--- config.mk ---
export PLATFORM = sky130hd
export DESIGN_NAME = uart_rx
export DESIGN_NICKNAME = d
export VERILOG_FILES = /design/src/rtl/uart_pkg.sv /design/src/rtl/sync_2ff.sv /design/src/rtl/uart_rx.sv
export SDC_FILE = /design/constraint.sdc
export NUM_CORES = 1
export LEC_CHECK = 0
export CORE_MARGIN = 2
export CORE_UTILIZATION = 40
export CTS_CLUSTER_SIZE = 28
export DETAILED_ROUTE_END_ITERATION = 12
export DONT_BUFFER_PORTS = 1
export GPL_ROUTABILITY_DRIVEN = 0
export PLACE_DENSITY = 0.5
export SLEW_MARGIN = 25
export SYNTH_ARGS = -nofsm -noshare
export SYNTH_HDL_FRONTEND = slang
export SYNTH_SLANG_ARGS = --single-unit
--- constraint.sdc ---
create_clock -name clk -period 2.6 [get_ports clk]
set_input_delay 0.65 -clock clk [delete_from_list [all_inputs] [get_ports clk]]
set_output_delay 0.65 -clock clk [all_outputs]
set_load 0.03 [all_outputs]
--- src/rtl/uart_pkg.sv ---
// Shared UART definitions: FSM state encodings and oversampling constants,
// used by both the receiver and the transmitter.
package uart_pkg;

    localparam logic [2:0] ST_IDLE   = 3'b000;
    localparam logic [2:0] ST_START  = 3'b001;
    localparam logic [2:0] ST_DATA   = 3'b010;
    localparam logic [2:0] ST_PARITY = 3'b011;
    localparam logic [2:0] ST_STOP   = 3'b100;

    localparam int         OVERSAMPLE = 16;
    localparam logic [3:0] MID_TICK   = 4'd7;
    localparam logic [3:0] LAST_TICK  = 4'(OVERSAMPLE - 1);

endpackage

--- src/rtl/sync_2ff.sv ---
// Two-flop synchronizer for a single asynchronous input, with a
// parameterizable reset value so an idle-high line resets to 1.
module sync_2ff #(
    parameter logic RST_VAL = 1'b1
) (
    input  logic clk,
    input  logic resetn,
    input  logic d,
    output logic q
);

    logic meta;

    // NOTE: non-blocking assignments make meta and q shift as a true two-stage pipeline.
    always_ff @(posedge clk or negedge resetn) begin
        if (!resetn) begin
            meta <= RST_VAL;
            q    <= RST_VAL;
        end else begin
            meta <= d;
            q    <= meta;
        end
    end

endmodule

--- src/rtl/uart_rx.sv ---
// 16x-oversampling UART receiver: 8 data bits LSB first, optional parity,
// configurable stop length, with framing/parity/overrun error pulses.
module uart_rx
    import uart_pkg::*;
#(
    parameter bit PARITY_EN  = 1'b0,
    parameter bit PARITY_ODD = 1'b0,
    parameter int SB_TICKS   = 16
) (
    input  logic       clk,
    input  logic       resetn,
    input  logic       b_tick,
    input  logic       rx,
    input  logic       rd_ack,
    output logic [7:0] d_out,
    output logic       rx_done,
    output logic       rx_valid,
    output logic       frame_err,
    output logic       parity_err,
    output logic       overrun
);

    localparam int             SBW     = (SB_TICKS > 2) ? $clog2(SB_TICKS) : 1;
    localparam logic [SBW-1:0] SB_LAST = SBW'(SB_TICKS - 1);

    logic           rx_s;
    logic [2:0]     state, state_nxt;
    logic [3:0]     s_cnt, s_cnt_nxt;
    logic [2:0]     n_cnt, n_cnt_nxt;
    logic [7:0]     shreg, shreg_nxt;
    logic [SBW-1:0] sb_cnt, sb_cnt_nxt;
    logic           par_err_q, par_err_nxt;
    logic           complete;

    sync_2ff #(.RST_VAL(1'b1)) u_sync (
        .clk    (clk),
        .resetn (resetn),
        .d      (rx),
        .q      (rx_s)
    );

    // NOTE: the shift register is plain flops, not a memory, so it is reset with the rest.
    always_ff @(posedge clk or negedge resetn) begin
        if (!resetn) begin
            state     <= ST_IDLE;
            s_cnt     <= '0;
            n_cnt     <= '0;
            shreg     <= '0;
            sb_cnt    <= '0;
            par_err_q <= 1'b0;
        end else begin
            state     <= state_nxt;
            s_cnt     <= s_cnt_nxt;
            n_cnt     <= n_cnt_nxt;
            shreg     <= shreg_nxt;
            sb_cnt    <= sb_cnt_nxt;
            par_err_q <= par_err_nxt;
        end
    end

    // NOTE: every signal gets a hold default up front so no path infers a latch.
    always_comb begin
        state_nxt   = state;
        s_cnt_nxt   = s_cnt;
        n_cnt_nxt   = n_cnt;
        shreg_nxt   = shreg;
        par_err_nxt = par_err_q;
        sb_cnt_nxt  = (state == ST_STOP) ? sb_cnt : '0;
        case (state)
            ST_IDLE: begin
                if (!rx_s) begin
                    state_nxt = ST_START;
                    s_cnt_nxt = '0;
                end
            end
            ST_START: begin
                if (b_tick) begin
                    if (s_cnt == MID_TICK) begin
                        // A high line at mid start bit was a glitch, not a frame.
                        state_nxt = rx_s ? ST_IDLE : ST_DATA;
                        s_cnt_nxt = '0;
                        n_cnt_nxt = '0;
                    end else begin
                        s_cnt_nxt = s_cnt + 4'd1;
                    end
                end
            end
            ST_DATA: begin
                if (b_tick) begin
                    if (s_cnt == LAST_TICK) begin
                        shreg_nxt = {rx_s, shreg[7:1]};
                        s_cnt_nxt = '0;
                        n_cnt_nxt = n_cnt + 3'd1;
                        if (n_cnt == 3'd7)
                            state_nxt = PARITY_EN ? ST_PARITY : ST_STOP;
                    end else begin
                        s_cnt_nxt = s_cnt + 4'd1;
                    end
                end
            end
            ST_PARITY: begin
                if (b_tick) begin
                    if (s_cnt == LAST_TICK) begin
                        par_err_nxt = PARITY_EN && ((^shreg ^ rx_s) != PARITY_ODD);
                        state_nxt   = ST_STOP;
                        s_cnt_nxt   = '0;
                    end else begin
                        s_cnt_nxt = s_cnt + 4'd1;
                    end
                end
            end
            ST_STOP: begin
                if (b_tick) begin
                    if (sb_cnt == SB_LAST)
                        state_nxt = ST_IDLE;
                    else
                        sb_cnt_nxt = sb_cnt + 1'b1;
                end
            end
            default: state_nxt = ST_IDLE;
        endcase
    end

    always_comb begin
        complete = (state == ST_STOP) && b_tick && (sb_cnt == SB_LAST);
    end

    always_ff @(posedge clk or negedge resetn) begin
        if (!resetn) begin
            d_out      <= '0;
            rx_done    <= 1'b0;
            rx_valid   <= 1'b0;
            frame_err  <= 1'b0;
            parity_err <= 1'b0;
            overrun    <= 1'b0;
        end else begin
            rx_done    <= complete;
            frame_err  <= complete && !rx_s;
            parity_err <= complete && PARITY_EN && par_err_q;
            overrun    <= complete && rx_valid && !rd_ack;
            if (complete) begin
                d_out    <= shreg;
                rx_valid <= 1'b1;
            end else if (rd_ack) begin
                rx_valid <= 1'b0;
            end
        end
    end

endmodule

==> run summary <==
Measured in cells, the most critical reg-to-reg path has a length of 5. The logs give 2 for the maximum number of buffers from clock root to sink and 0 for the count of synthesis-stage warnings from yosys. The first TritonRoute pass finished after 3 iterations.

Summed over all layers, the routed wires come to 2940 um. Counting every net in the synthesized netlist gives 150. The logs give 0 for the total setup violations reported at the end of the flow and 0 for the final count of hold timing violations. Buffers added to address setup during post-CTS repair amount to 0. The sequential fraction of the synthesis area is 0.5217, and the count of mapped cells out of synthesis is 141.

In the final design database the tool counted 149 nets. The async set-or-reset flop fraction in the synthesized netlist is 1.000, and the mean post-synth cell area is 12.28 um^2. Summed over all layers, the global routing overflow is 0. The tools report the number of global-route vias before repair as 1,099.

The min-delay analysis places its worst path in the category in2async. The die covers 4871 um^2. Clock tree synthesis selected as its root buffer the cell clkbuf_8. The peak clock frequency supported by timing came out at 0.5748 GHz. Setup repair after global routing left no endpoint under its margin. The maximum net fanout on the critical path works out to 11. Most used flip-flop cell after synthesis: dfrtp_1.

The maximum vdd drop is 0.2713 mV. The tools report the diode insertion count for antenna repair as 0. The post-detailed-route DRC marker count was 0. The worst setup slack after placement was 0.8728 ns. The synthesized netlist occupies a cell area of 1732 um^2. Summing over every cut layer, the via total after detailed routing is 1,049. The average wire per standard cell was 15.39 um. The H-tree depth reported by CTS is 2.

The flow ran to the end, and the final reports show no timing, DRC or antenna violations. TritonCTS built the clock tree. Die outline width: 69.80 um. Detailed placement ended at an HPWL of 1972 um. The floorplan step set the die height to 69.80 um.

The count of flip-flops with a built-in enable after synthesis works out to 0. The logs give 44 for the count of different cell masters after synthesis and 4086 um^2 for the core region area. Buffers inserted during clock tree synthesis total 5. Number of input and output port buffers inserted: 0. The worst register-to-register path ends at shreg[3]. The clock drives 36 sinks. The tools report the aggregate negative setup slack as 0 ns. The clock latency reported for the late side of the worst-skew pair is 0.29 ns, and the count of maximum capacitance violations is 0.

Area growth from synthesis to layout: 5.708%. Beginning of the worst register-to-register path: s_cnt[1]. Counting I/O delays and the setup requirement, the final critical path takes 1.740 ns. Using the TritonRoute via totals, the vias-per-cell ratio works out to 5.492. For the worst relative slew slack, the log shows 0.6584. The tools report the endpoint kind of the worst setup timing path as a flip-flop.

Number of hold buffers added after CTS: 0. The logs give 47 for the first-iteration detailed-routing DRC count and 0 for the final number of max-transition violations. For the first-pass GRT wire length, the log shows 5237 um. Across all setup checks in the final design, the least slack found is 0.8603 ns. STA puts the critical path data required time at 2.77 ns. Setup slack on the worst reg-to-reg path comes out at 0.86 ns. The starting utilization of the core area is 0.4238, and the transition time at the pin with the least slew margin is 0.5124 ns. The analysis attributes to cell leakage a power of 0.8797 nW.

Clock-pin slew was measured on the worst setup and hold paths at 0.07 ns. Data arrives at the worst endpoint at 1.91 ns. The number of cell rows was 23. The number of routed nets with antenna violations came out at 0.

Power spread over the standard cell area amounts to 683.2 nW/um^2. The run gives 0 as the initial antenna violation count. Proportion of layout cells with a drive suffix above 1: 0.2411. The tools report the overall routing resource usage as 0.1367. After synthesis the netlist holds a flip-flop and latch count of 36. STA classifies the critical path startpoint as a flip-flop.

By startpoint and endpoint, the worst setup path is classified as reg2reg. Largest net degree at the start of global routing: 37. Post-route fraction of the period consumed by the critical path: 0.6691. The setup skew after layout came out at 0.004676 ns. Once the clock tree was built, the resizer swapped 0 gates to a different size.

For the number of top-level pins, the log shows 18.
per-stage QoR:
stage	total power, mW	area, um^2	hold slack (ns)	instances	utilization
6_report	1.251	1831	0.04939	191	0.4479
2_1_floorplan	0.8282	1732	0.3452	141	-
3_5_place_dp	0.8492	1737	0.3552	183	0.4250
3_3_place_gp	0.8399	1737	0.3506	183	0.4250
5_1_grt	1.331	1831	0.02015	191	0.4479
4_1_cts	1.265	1831	0.03899	191	0.4479
cell families after synthesis:
family	synth area share
multiplexers	0.1561
AND/OR/NAND/NOR	0.1293
flip-flops	0.5217
AO/OA/AOI/OAI	0.09971
adder cells (fa/ha/maj)	0.02890
buffers and inverters	0.05708
other	0.002166
XOR/XNOR	0.005059
how the worst max path moves through the flow:
stage	start	end	cells after the start
4_1_cts	s_cnt[1]	shreg[3]	5
3_5_place_dp	s_cnt[1]	shreg[3]	5
2_1_floorplan	b_tick	shreg[0]	4
6_report	s_cnt[1]	shreg[3]	5
3_3_place_gp	b_tick	d_out[4]	3
5_1_grt	sb_cnt[0]	d_out[2]	4
flip-flops by register name, summed over array words and instances (netlist names):
signal	flops
n_cnt	3
sb_cnt	4
state	3
frame_err	1
shreg	8
rx_done	1
u_sync.q	1
rx_valid	1
overrun	1
s_cnt	4
d_out	8
u_sync.meta	1
placed cells by master, fill, tap and decap left out, types with 2 or more instances in the layout:
cell | netlist | layout
inv_2 | 2 | 2
nor2_1 | 5 | 5
mux2i_1 | 3 | 3
nand3_1 | 2 | 2
o221ai_1 | 2 | 2
nand4_1 | 2 | 2
a211oi_1 | 2 | 2
dfrtp_1 | 34 | 34
o21ai_0 | 5 | 5
ha_1 | 4 | 4
nand2_1 | 5 | 5
o31ai_1 | 2 | 2
or3_1 | 2 | 2
and4_1 | 2 | 2
nor3_1 | 3 | 3
clkbuf_8 | 0 | 6
dfstp_2 | 2 | 2
mux2_2 | 4 | 4
nor2b_1 | 2 | 2
mux2_4 | 13 | 13
a21oi_1 | 5 | 5
nand2b_1 | 2 | 2
o22ai_1 | 4 | 4
inv_1 | 7 | 7
power by group:
| group | total (mW) | switching (mW) | internal [mW] |
|---|---|---|---|
| registers | 0.673 | 0.0751 | 0.598 |
| logic | 0.168 | 0.0858 | 0.0823 |
| clock network | 0.410 | 0.194 | 0.215 |
| total | 1.25 | 0.355 | 0.895 |
critical path, cell delays in order (launching register included):
cell and delay, ns:
dfrtp_1 0.41, ha_1 0.30, nand4b_2 0.17, nor3_2 0.17
buf_4 0.23, mux2_2 0.35
final cells by class:
cell class / instances / area, um^2
Inverter: 9 / 33.78
Sequential cell: 36 / 903.4
Fill cell: 387 / 2256
Clock inverter: 1 / 7.507
Multi-Input combinational cell: 87 / 729.5
Tap cell: 50 / 62.56
Timing Repair Buffer: 1 / 7.507
Clock buffer: 7 / 86.33
cell usage after synthesis, drive strengths merged (2+ instances only):
library cell  count  area, um^2
o221ai            2       17.52
mux2i             3       30.03
a21oi             5       25.02
nand4             2       12.51
ha                4       50.05
dfrtp            34       850.8
or3               2       12.51
buf               9       65.06
a211oi            2       15.01
o21ai             5       25.02
and4              2       17.52
nand2b            2       12.51
mux2             17       240.2
dfstp             2       52.55
nor2              6       30.03
o31ai             2       15.01
inv               9       33.79
nand2             5       18.77
o22ai             4       25.02
nor2b             2       12.51
nand3             3       20.02
nor3              4       25.02
layer usage:
metal / part of all wire / GRT usage / vias up
met5: 0 / 0 / -
met1: 0.49 / 0.1770 / 525
met4: 0.020 / 0.06410 / 0
li1: - / - / 505
met2: 0.45 / 0.2011 / 13
met3: 0.039 / 0.05233 / 6
No activity file was read; power rests on OpenSTA's default activity.
